## src/rtl/core_types_pkg.sv

```systemverilog
// Shared branch-predictor types, counter encodings and the saturating counter step.
package core_types_pkg;

    typedef enum logic {BP_INIT, BP_RUN} bp_state_t;

    typedef logic [1:0] bht_cnt_t;

    localparam bht_cnt_t BHT_SNT = 2'b00;
    localparam bht_cnt_t BHT_WNT = 2'b01;
    localparam bht_cnt_t BHT_WT  = 2'b10;
    localparam bht_cnt_t BHT_ST  = 2'b11;

    // 2-bit saturating step toward the resolved outcome
    function automatic bht_cnt_t bht_next(input bht_cnt_t c, input logic taken);
        if (taken)
            return (c == BHT_ST) ? BHT_ST : bht_cnt_t'(c + 2'b01);
        else
            return (c == BHT_SNT) ? BHT_SNT : bht_cnt_t'(c - 2'b01);
    endfunction

endpackage

```

## src/rtl/branch_predict_ctrl_bht_array.sv

```systemverilog
// BHT storage: ENTRIES x 2-bit flops, async lookup/update reads, one sync write port.
module bht_array
    import core_types_pkg::*;
#(
    parameter int unsigned ENTRIES = 64,
    parameter int unsigned IDX_W   = $clog2(ENTRIES)
) (
    input  logic             clk,
    input  logic             we,
    input  logic [IDX_W-1:0] waddr,
    input  bht_cnt_t         wdata,
    input  logic [IDX_W-1:0] raddr,
    output bht_cnt_t         rdata,
    input  logic [IDX_W-1:0] raddr_upd,
    output bht_cnt_t         rdata_upd
);

    // No reset: contents are rewritten by the init walk before bht_ready rises
    bht_cnt_t mem [ENTRIES];

    always_ff @(posedge clk) begin
        if (we)
            mem[waddr] <= wdata;
    end

    assign rdata     = mem[raddr];
    assign rdata_upd = mem[raddr_upd];

endmodule

```

## src/rtl/branch_predict_ctrl.sv

```systemverilog
// Branch history table controller: init sequencer, PC-indexed lookup/update and mispredict counter.
module branch_predict_ctrl
    import core_types_pkg::*;
#(
    parameter int unsigned ENTRIES = 64,
    parameter int unsigned CNT_W   = 32
) (
    input  logic             Clock,
    input  logic             Reset,
    input  logic [31:0]      lookup_pc,
    output logic             predict_taken,
    output logic             bht_ready,
    input  logic             update_valid,
    input  logic [31:0]      update_pc,
    input  logic             update_taken,
    input  logic             update_mispredict,
    output logic [CNT_W-1:0] mispredict_count
);

    localparam int unsigned IDX_W = $clog2(ENTRIES);

    bp_state_t        state;
    logic [IDX_W-1:0] init_idx;
    logic [IDX_W-1:0] lookup_idx;
    logic [IDX_W-1:0] update_idx;
    bht_cnt_t         lookup_cnt;
    bht_cnt_t         update_cnt;
    logic             we;
    logic [IDX_W-1:0] waddr;
    bht_cnt_t         wdata;
    logic             unused_pc_bits;

    assign lookup_idx = lookup_pc[IDX_W+1:2];
    assign update_idx = update_pc[IDX_W+1:2];
    assign unused_pc_bits = ^{lookup_pc[31:IDX_W+2], lookup_pc[1:0],
                              update_pc[31:IDX_W+2], update_pc[1:0]};

    bht_array #(
        .ENTRIES (ENTRIES),
        .IDX_W   (IDX_W)
    ) u_bht (
        .clk       (Clock),
        .we        (we),
        .waddr     (waddr),
        .wdata     (wdata),
        .raddr     (lookup_idx),
        .rdata     (lookup_cnt),
        .raddr_upd (update_idx),
        .rdata_upd (update_cnt)
    );

    // Init walk owns the write port; resolved updates only land once running
    always_comb begin
        we    = 1'b0;
        waddr = update_idx;
        wdata = bht_next(update_cnt, update_taken);
        if (!Reset) begin
            if (state == BP_INIT) begin
                we    = 1'b1;
                waddr = init_idx;
                wdata = BHT_WNT;
            end else if (update_valid) begin
                we = 1'b1;
            end
        end
    end

    always_ff @(posedge Clock) begin
        if (Reset) begin
            state            <= BP_INIT;
            init_idx         <= '0;
            mispredict_count <= '0;
        end else begin
            case (state)
                BP_INIT: begin
                    init_idx <= init_idx + IDX_W'(1);
                    if (init_idx == IDX_W'(ENTRIES - 1))
                        state <= BP_RUN;
                end
                BP_RUN: begin
                    if (update_valid && update_mispredict && (mispredict_count != '1))
                        mispredict_count <= mispredict_count + CNT_W'(1);
                end
                default: state <= BP_INIT;
            endcase
        end
    end

    assign bht_ready     = (state == BP_RUN);
    assign predict_taken = bht_ready & lookup_cnt[1];

endmodule

```

## config.mk

```make
export PLATFORM = sky130hd
export DESIGN_NAME = branch_predict_ctrl
export DESIGN_NICKNAME = d
export VERILOG_FILES = /design/src/rtl/core_types_pkg.sv /design/src/rtl/branch_predict_ctrl_bht_array.sv /design/src/rtl/branch_predict_ctrl.sv
export SDC_FILE = /design/constraint.sdc
export NUM_CORES = 1
export LEC_CHECK = 0
export ABC_AREA = 1
export CORE_MARGIN = 1.5
export CORE_UTILIZATION = 35
export DETAILED_ROUTE_END_ITERATION = 8
export PLACE_DENSITY = 0.61
export SLEW_MARGIN = 20
export SYNTH_ARGS = -nofsm -noshare
export SYNTH_HDL_FRONTEND = slang
export SYNTH_SLANG_ARGS = --single-unit
```

## constraint.sdc

```tcl
create_clock -name Clock -period 4.16 [get_ports Clock]
set_clock_uncertainty 0.1 [all_clocks]
set_input_delay 0.832 -clock Clock [delete_from_list [all_inputs] [get_ports Clock]]
set_output_delay 0.832 -clock Clock [all_outputs]
set_load 0.03 [all_outputs]
```

Word level (Yosys, flattened, before mapping)
Memories as Yosys holds them, arrays and structs flattened.
Cells that the tools add are included.
{"block": "word_totals", "reg_bits": 39, "ramBits": 128, "out_inout_bits": 34, "wordCells": 30, "mem_count": 1}
{"name": "u_bht.mem", "depth": 64, "word_bits": 2, "rd": 2, "rd_clocked_by_memory_dff": 0, "write_ports": 1, "line_no": "branch_predict_ctrl_bht_array.sv:19", "source": "bht_cnt_t mem [ENTRIES];"}
{"block": "classes", "add_sub_neg": 4, "n_eq_ne": 3, "muxes": 14, "bitwise": 1, "n_reduce_logical": 4}
{"operator": "32-bit by 1-bit adder with 32-bit output, second input constant", "n": 1}
{"operator": "32-bit inequality test, second input constant", "n": 1}
{"operator": "6-bit 2-to-1 mux", "n": 2}
{"operator": "2-bit 2-to-1 mux", "n": 5}
{"operator": "1-bit 2-to-1 mux", "n": 7}
{"operator": "6-bit by 1-bit adder with 6-bit output, second input constant", "n": 1}
{"operator": "6-bit equality test, second input constant", "n": 1}
{"operator": "2-bit by 1-bit adder with 2-bit output, second input constant", "n": 1}
{"operator": "2-bit equality test, second input constant", "n": 1}
{"operator": "1-bit logical AND", "n": 2}
{"operator": "2-bit logical NOT", "n": 1}
{"operator": "2-bit AND reduction", "n": 1}
{"operator": "2-bit by 1-bit subtractor with 2-bit output, second input constant", "n": 1}
{"operator": "1-bit AND", "n": 1}

Depth between registers and ports, before layout
Gate-level depths: netlist (run 1).
An unclocked memory read counts as a cell.
{"block": "depth", "ltp_word": 6, "ltp_mapped": 14}

By module
A second synthesis (run 1) with hierarchy kept.
{"block": "hier_totals", "hier_cells": 1221, "area_unflattened_um2": 9419.0}
{"module": "bht_array", "instances": 1, "cells_each": 818, "area_each_um2": 6919.1, "seq_area_each_um2": 3843.7}
{"module": "branch_predict_ctrl", "instances": 1, "cells_each": 403, "area_each_um2": 2499.9, "seq_area_each_um2": 780.7}

Worst setup path after synthesis (run 1)
Ideal clock, no wire load.
{"block": "synth_path", "path_kind": "in2reg", "from": "in update_pc[2]", "to": "mem u_bht.mem[0][1] in the netlist's numbering (data pin)", "arrival_time_ns": 3.316, "path_slack_ns": 0.243, "cell_stages": 13, "path_cell_list": "inv_1 > buf_2 > buf_2 > nand2_1 > nand3_1 > nand3_1 > nand2_1 > nand2_1 > nand3_1 > nand3_1 > nand3b_1 > nand2_1 > nor2_1"}
{"block": "synth_between", "elab_chain_cells": 6, "elab_cells_between_ends": 10, "classes_between": "2 x add/sub; 1 x eq/ne; 5 x mux; 1 x reduce/logical; 1 x memory"}
{"item": "start, declared", "line_no": "branch_predict_ctrl.sv:14", "source": "input logic [31:0] update_pc,"}
{"item": "memory 64 x 2 bit *"}
{"item": "2-bit by 1-bit subtractor with 2-bit output (tied with other cells)", "line_no": "core_types_pkg.sv:18", "source": "return (c == BHT_SNT) ? BHT_SNT : bht_cnt_t'(c - 2'b01);"}
{"item": "2-bit 2-to-1 mux (on tied branches)", "line_no": "core_types_pkg.sv:18, core_types_pkg.sv:16"}
{"item": "2-bit 2-to-1 mux *", "line_no": "core_types_pkg.sv:15", "source": "if (taken)"}
{"item": "2-bit 2-to-1 mux", "line_no": "branch_predict_ctrl.sv:58", "source": "if (state == BP_INIT) begin"}
{"item": "2-bit 2-to-1 mux *", "line_no": "branch_predict_ctrl.sv:57", "source": "if (!Reset) begin"}
{"item": "named net u_bht.wdata[1]", "line_no": "branch_predict_ctrl_bht_array.sv:11", "source": "input bht_cnt_t wdata,"}
{"item": "end, declared", "line_no": "branch_predict_ctrl_bht_array.sv:19"}
The timed path passes the listed nets; every way through them passes the cells marked *.

Worst setup path after layout (run 1)
{"block": "layout_path", "from": "in lookup_pc[2]", "to": "out predict_taken"}
{"block": "layout_between", "elab_chain_cells": 2}
{"item": "start, declared", "line_no": "branch_predict_ctrl.sv:10", "source": "input logic [31:0] lookup_pc,"}
{"item": "memory 64 x 2 bit"}
{"item": "1-bit AND", "line_no": "branch_predict_ctrl.sv:90", "source": "assign predict_taken = bht_ready & lookup_cnt[1];"}
{"item": "end, declared", "line_no": "branch_predict_ctrl.sv:11", "source": "output logic predict_taken,"}
Every way passes these cells.

==> results of run 1 <==
==> layer usage <==
layer / GRT usage, % / vias up / wire (um)
li1: - / 3491 / -
met4: 5.40 / 0 / 318
met1: 26.8 / 3355 / 10900
met3: 2.71 / 26 / 1410
met2: 29.5 / 209 / 10700
met5: 0 / - / 0
==> metrics by stage <==
stage,area [um^2],worst slack (ns),util (%),cells
2_1_floorplan,8510,0.243,-,999
5_1_grt,9980,0.196,42.2,1379
3_5_place_dp,9400,0.376,39.7,1347
3_3_place_gp,9400,0.353,39.7,1347
6_report,9980,0.370,42.2,1379
4_1_cts,9980,0.362,42.2,1379
==> critical path: stages <==
cell and delay, ns:
clkdlybuf4s50_1 0.45, inv_1 0.24, buf_4 0.26, o21ai_0 0.10, o221ai_1 0.17, nand3_1 0.18, nand3_1 0.14, nand3_1 0.07
a21oi_1 0.21, buf_4 0.20
==> cells in the mapped netlist, types with 9 or more instances <==
master / count
nand2_1: 283
nand3_1: 138
edfxtp_1: 128
nor2_1: 125
inv_1: 50
a21oi_1: 45
dfxtp_1: 39
o21ai_0: 31
buf_2: 24
nor3_1: 18
xor2_1: 18
nand4_1: 16
clkbuf_1: 14
nand2_2: 9
==> layout make-up <==
class / instances / area, um^2 / share of cell area [%]
sequential: 167 / 4620 / 46.3
multi-input combinational: 733 / 3460 / 34.7
timing repair buffer: 74 / 711 / 7.12
clock buffer: 17 / 425 / 4.26
tap: 319 / 399 / 4.00
inverter: 54 / 203 / 2.03
clock inverter: 15 / 160 / 1.60
==> where the power goes <==
| group | leakage [nW] | internal [mW] | switching (mW) |
|---|---|---|---|
| clock network | 0.281 | 0.849 | 0.713 |
| logic | 1.90 | 0.0971 | 0.241 |
| registers | 1.47 | 1.83 | 0.00610 |
| total | 3.64 | 2.77 | 0.960 |
==> final timing paths <==
path / startpoint / end / slack [ns] / depth (start not counted)
setup / recovery: lookup_pc[2] / predict_taken / 0.37 / 10
hold / removal: mispredict_count[27] / mispredict_count[27] / 0.40 / 2
setup reg to reg: bht_ready / u_bht.mem[0][1] / 1.33 / 6
hold reg to reg: mispredict_count[27] / mispredict_count[27] / 0.40 / 2
==> sequential cells by signal (all words and copies together) (netlist names) <==
| register | flops |
|---|---|
| bht_ready | 1 |
| u_bht.mem | 128 |
| init_idx | 6 |
| mispredict_count | 32 |
==> kinds of logic after synthesis <==
kind of cell / count (synthesis) / synth area share (%)
XOR/XNOR: 22 / 2.26
buffers and inverters: 99 / 5.13
adder cells (fa/ha/maj): 2 / 0.294
AND/OR/NAND/NOR: 613 / 31.8
flip-flops: 167 / 54.3
AO/OA/AOI/OAI: 96 / 6.23
==> impl_metrics.ini, run 1 <==
[run_status]
status = finished clean

[sta]
timing.hold.ws_ns = 0.402
setup_tns_ns = 0
setup_viol = 0
drv_slew = 0
worstMarginPinSlew_ns = 0.730
max_slew_margin_pct = 51.4
rsz0062_at_grt = no
fmax_ghz = 0.264
fin_crit_ns = 3.79
hold_viol_final = 0
fin_crit_sh_pct = 91.1

[floorplan]
core_um2 = 23700
std_cell_rows = 56
die-area_um2 = 25300
io_pins = 103
die_height_um = 159
start_util_pct = 35.9
die_x_um = 159

[yosys]
synthFlopType = edfxtp_1
synth_cell_types = 42
yosys-top-cells-area = edfxtp_1 45%, nand2_1 12%, dfxtp_1 9.2%
synth_edf_count = 128
ys_ff_latch = 167
yosysTopAreaCellShare_pct = 45.2
synth-seq-area-share_pct = 54.3
avgSynthCellArea_um2 = 8.52
syn_area_um2 = 8510
yosys.area.top_type = edfxtp_1
syn_inst = 999
synth_fp_nets = 1070
ys.warnings.count = 0
synthArstFlopShare_pct = 0

[clocking]
cts_buffers = 17
hold_buffers = 0
cts_tree = done
root_buffer = clkbuf_16
insertion_delay_ns = 0.43
cts.sink_count = 167
cts_htree_levels = 4
ctsResizeCount = 0
clkTransAtPathRegs_ns = 0.06
cts_max_path_buffers = 2
postCtsSetupBuffers = 0

[global_routing]
overflow = 0
grt_max_degree = 66
grt_pass1_vias = 6664
grt_pass1_wl_um = 36900
grt_usage_pct = 18.7
antenna_found_initial = 0

[detailed_routing]
via_per_inst = 5.13
postRouteAntennaNets = 0
vias = 7081
wl_um = 23300
drc = 0
drtIter0Drc = 747
wire_per_inst_um = 16.9
first_pass_iters = 5

[setup_path]
required_ns = 3.23
crit_arrival_ns = 2.86
end_kind = output pin
critPathKind = in -> out
startpoint_type = input pin
cp_max_fo = 12

[min_path]
hp-class = reg -> reg

[final_layout]
nFillCells = 2378
mostFrequentLayoutCell = nand2_1
diodes = 0
syn_to_final_growth_pct = 17.3
drive_gt1_share_pct = 8.30
nets = 1118
final_cell_mix = 282 x nand2_1, 138 x nand3_1, 128 x edfxtp_1, 124 x nor2_1, 49 x inv_1

[place]
portBuffers = 50
dp_hpwl_um = 15200
gp_congestion = 0.864

[power_and_ir_drop]
power_mw = 3.73
vdd_drop_max_mv = 0.239
powerDensity_nw_per_um2 = 374
p_leak_nw = 3.64

[run]
maxCapViolations = 0
(Power assumes the default switching activity.)
==> inputs of run 2 (changes only) <==
--- a/config.mk
+++ b/config.mk
@@ -6,6 +6,7 @@
 export NUM_CORES = 1
 export LEC_CHECK = 0
 export ABC_AREA = 1
+export CAP_MARGIN = 20
 export CORE_MARGIN = 1.5
 export CORE_UTILIZATION = 35
 export DETAILED_ROUTE_END_ITERATION = 8
==> results of run 2 <==
No change in the layout: final DEF, timing and power equal those of run 1.
==> inputs of run 3 (changes only) <==
--- a/config.mk
+++ b/config.mk
@@ -8,9 +8,9 @@
 export ABC_AREA = 1
 export CAP_MARGIN = 20
 export CORE_MARGIN = 1.5
-export CORE_UTILIZATION = 35
+export CORE_UTILIZATION = 48
 export DETAILED_ROUTE_END_ITERATION = 8
-export PLACE_DENSITY = 0.61
+export PLACE_DENSITY = 0.77
 export SLEW_MARGIN = 20
 export SYNTH_ARGS = -nofsm -noshare
 export SYNTH_HDL_FRONTEND = slang
==> run 3 against run 2 <==
Critical path type unchanged. Sequential power barely moved. Cell count fell by 7.4%. Total power barely moved. Final area fell by 1.5%. Global-route usage rose by 6.4 points.
==> impl_metrics.ini, run 3 (synthesized netlist as in run 1, its figures left out) <==
[global_routing]
grt_pass1_wl_um = 34900
grt_pass1_vias = 6817
met2_usage_pct = 41.4
grt_max_degree = 66
use_met3_pct = 4.55
gr-usage-met1_pct = 32.1
busiest_layer = met2
antenna_found_initial = 0
overflow = 0
grt_usage_pct = 25.1

[detailed_routing]
wire_per_inst_um = 17.8
drtIter0Drc = 921
drc = 0
postRouteAntennaNets = 0
vias = 7373
first_pass_iters = 6
wl_um = 22700
via_per_inst = 5.77

[setup_path]
required_ns = 3.23
end_kind = output pin
crit_chain = clkdlybuf4s50_1, inv_1, buf_4, o21ai_0, o221ai_1, nand3_1, nand3_1, nand3_1, a21oi_1, buf_4
crit_arrival_ns = 2.92
slowest_delay_ns = 0.43
cp_max_fo = 9
cp_common_cell = nand3_1
critPathKind = in -> out
crit_path_top_delay_cell = clkdlybuf4s50_1
startpoint_type = input pin
rr_worst_depth = 6
timing.rr.start = bht_ready
worstSetupStartpoint = lookup_pc[3]

[clocking]
cts_max_path_buffers = 2
postCtsSetupBuffers = 0
cts_htree_levels = 4
hold_buffers = 0
insertion_delay_ns = 0.43
cts.sink_count = 167
cts_tree = done
clkTransAtPathRegs_ns = 0.06
cts_buffers = 17
root_buffer = clkbuf_16
ctsResizeCount = 0

[final_layout]
stdcell_area_um2 = 9840
syn_to_final_growth_pct = 15.6
drive_gt1_share_pct = 7.32
nets = 1111
reg.largest.list = u_bht.mem (128), mispredict_count (32), init_idx (6)
final_cell_mix = 283 x nand2_1, 138 x nand3_1, 128 x edfxtp_1, 124 x nor2_1, 49 x inv_1
largest-register = u_bht.mem
mostFrequentLayoutCell = nand2_1
largest_reg_flops = 128
diodes = 0

[place]
gp_congestion = 0.917
dp_hpwl_um = 14200
pre_cts_slack_ns = 0.389
portBuffers = 50
dpl_cell_area_um2 = 9250

[sta]
setup_tns_ns = 0
setup_ws_ns = 0.305
rsz0062_at_grt = no
drv_slew = 0
fin_crit_ns = 3.85
max_slew_margin_pct = 50.8
worstMarginPinSlew_ns = 0.735
hold_viol_final = 0
fmax_ghz = 0.259
setup_viol = 0
fin_crit_sh_pct = 92.7

[power_and_ir_drop]
clkPwrFrac_pct = 42.0
internal-power_mw = 2.86
vdd_drop_max_mv = 0.320
powerDensity_nw_per_um2 = 380
p_leak_nw = 3.62
switching_share_pct = 23.5
power.switching_uw = 878
seqPwrFrac_pct = 49.1
combPwrFrac_pct = 8.9
power_mw = 3.73

[floorplan]
start_util_pct = 49.2
die_x_um = 136
io_pins = 103
std_cell_rows = 48
die_height_um = 136
core_um2 = 17300
die-area_um2 = 18500

[min_path]
hold_depth = 2
min_from = init_idx[5]
hp-class = reg -> reg

[run_status]
status = finished clean

[run]
maxCapViolations = 0
## run 3: cell count changes in the layout (fill, tap and decap cells not counted), sizes merged
cell,change
inv,-7
clkinv,+3
clkbuf,+1
bufinv,+2
buf,-7
## run 3: metrics by stage
| step | utilization, % | hold WS (ns) | cells |
|---|---|---|---|
| 2_1_floorplan | - | 0.357 | 999 |
| 3_3_place_gp | 53.5 | 0.380 | 1246 |
| 3_5_place_dp | 53.5 | 0.391 | 1246 |
| 4_1_cts | 56.9 | 0.401 | 1277 |
| 5_1_grt | 56.9 | 0.413 | 1277 |
| 6_report | 56.9 | 0.393 | 1277 |
## run 3: worst paths after layout
kind / endpoint / slack (ns)
setup / recovery: predict_taken / 0.31
hold / removal: bht_ready / 0.39
setup reg to reg: u_bht.mem[16][0] / 1.32
hold reg to reg: bht_ready / 0.39
## run 3: critical path: cells and delay by family
family / cells / cell delay [ns]
AND/OR/NAND/NOR: 3 / 0.36
AO/OA/AOI/OAI: 3 / 0.54
buffers and inverters: 4 / 1.19
## run 3: cell type report
cell class / count / area (um^2)
timing repair buffer: 67 / 683
inverter: 54 / 203
sequential: 167 / 4620
fill: 1540 / 7460
clock inverter: 13 / 158
multi-input combinational: 733 / 3460
clock buffer: 18 / 429
tap: 225 / 282
## run 3: power by group through the flow
stage	Sequential [mW]	Combinational, mW	Clock [mW]
global placement	1.87	0.316	0
floorplan	1.87	0.196	0
CTS	1.83	0.325	1.58
detailed placement	1.87	0.322	0
global route	1.83	0.359	1.65
finish	1.83	0.332	1.57
## run 3: metal layers
metal	routed length [um]	vias up
li1	-	3481
met1	9330	3487
met2	10900	356
met3	1790	49
met4	697	0
met5	0	-
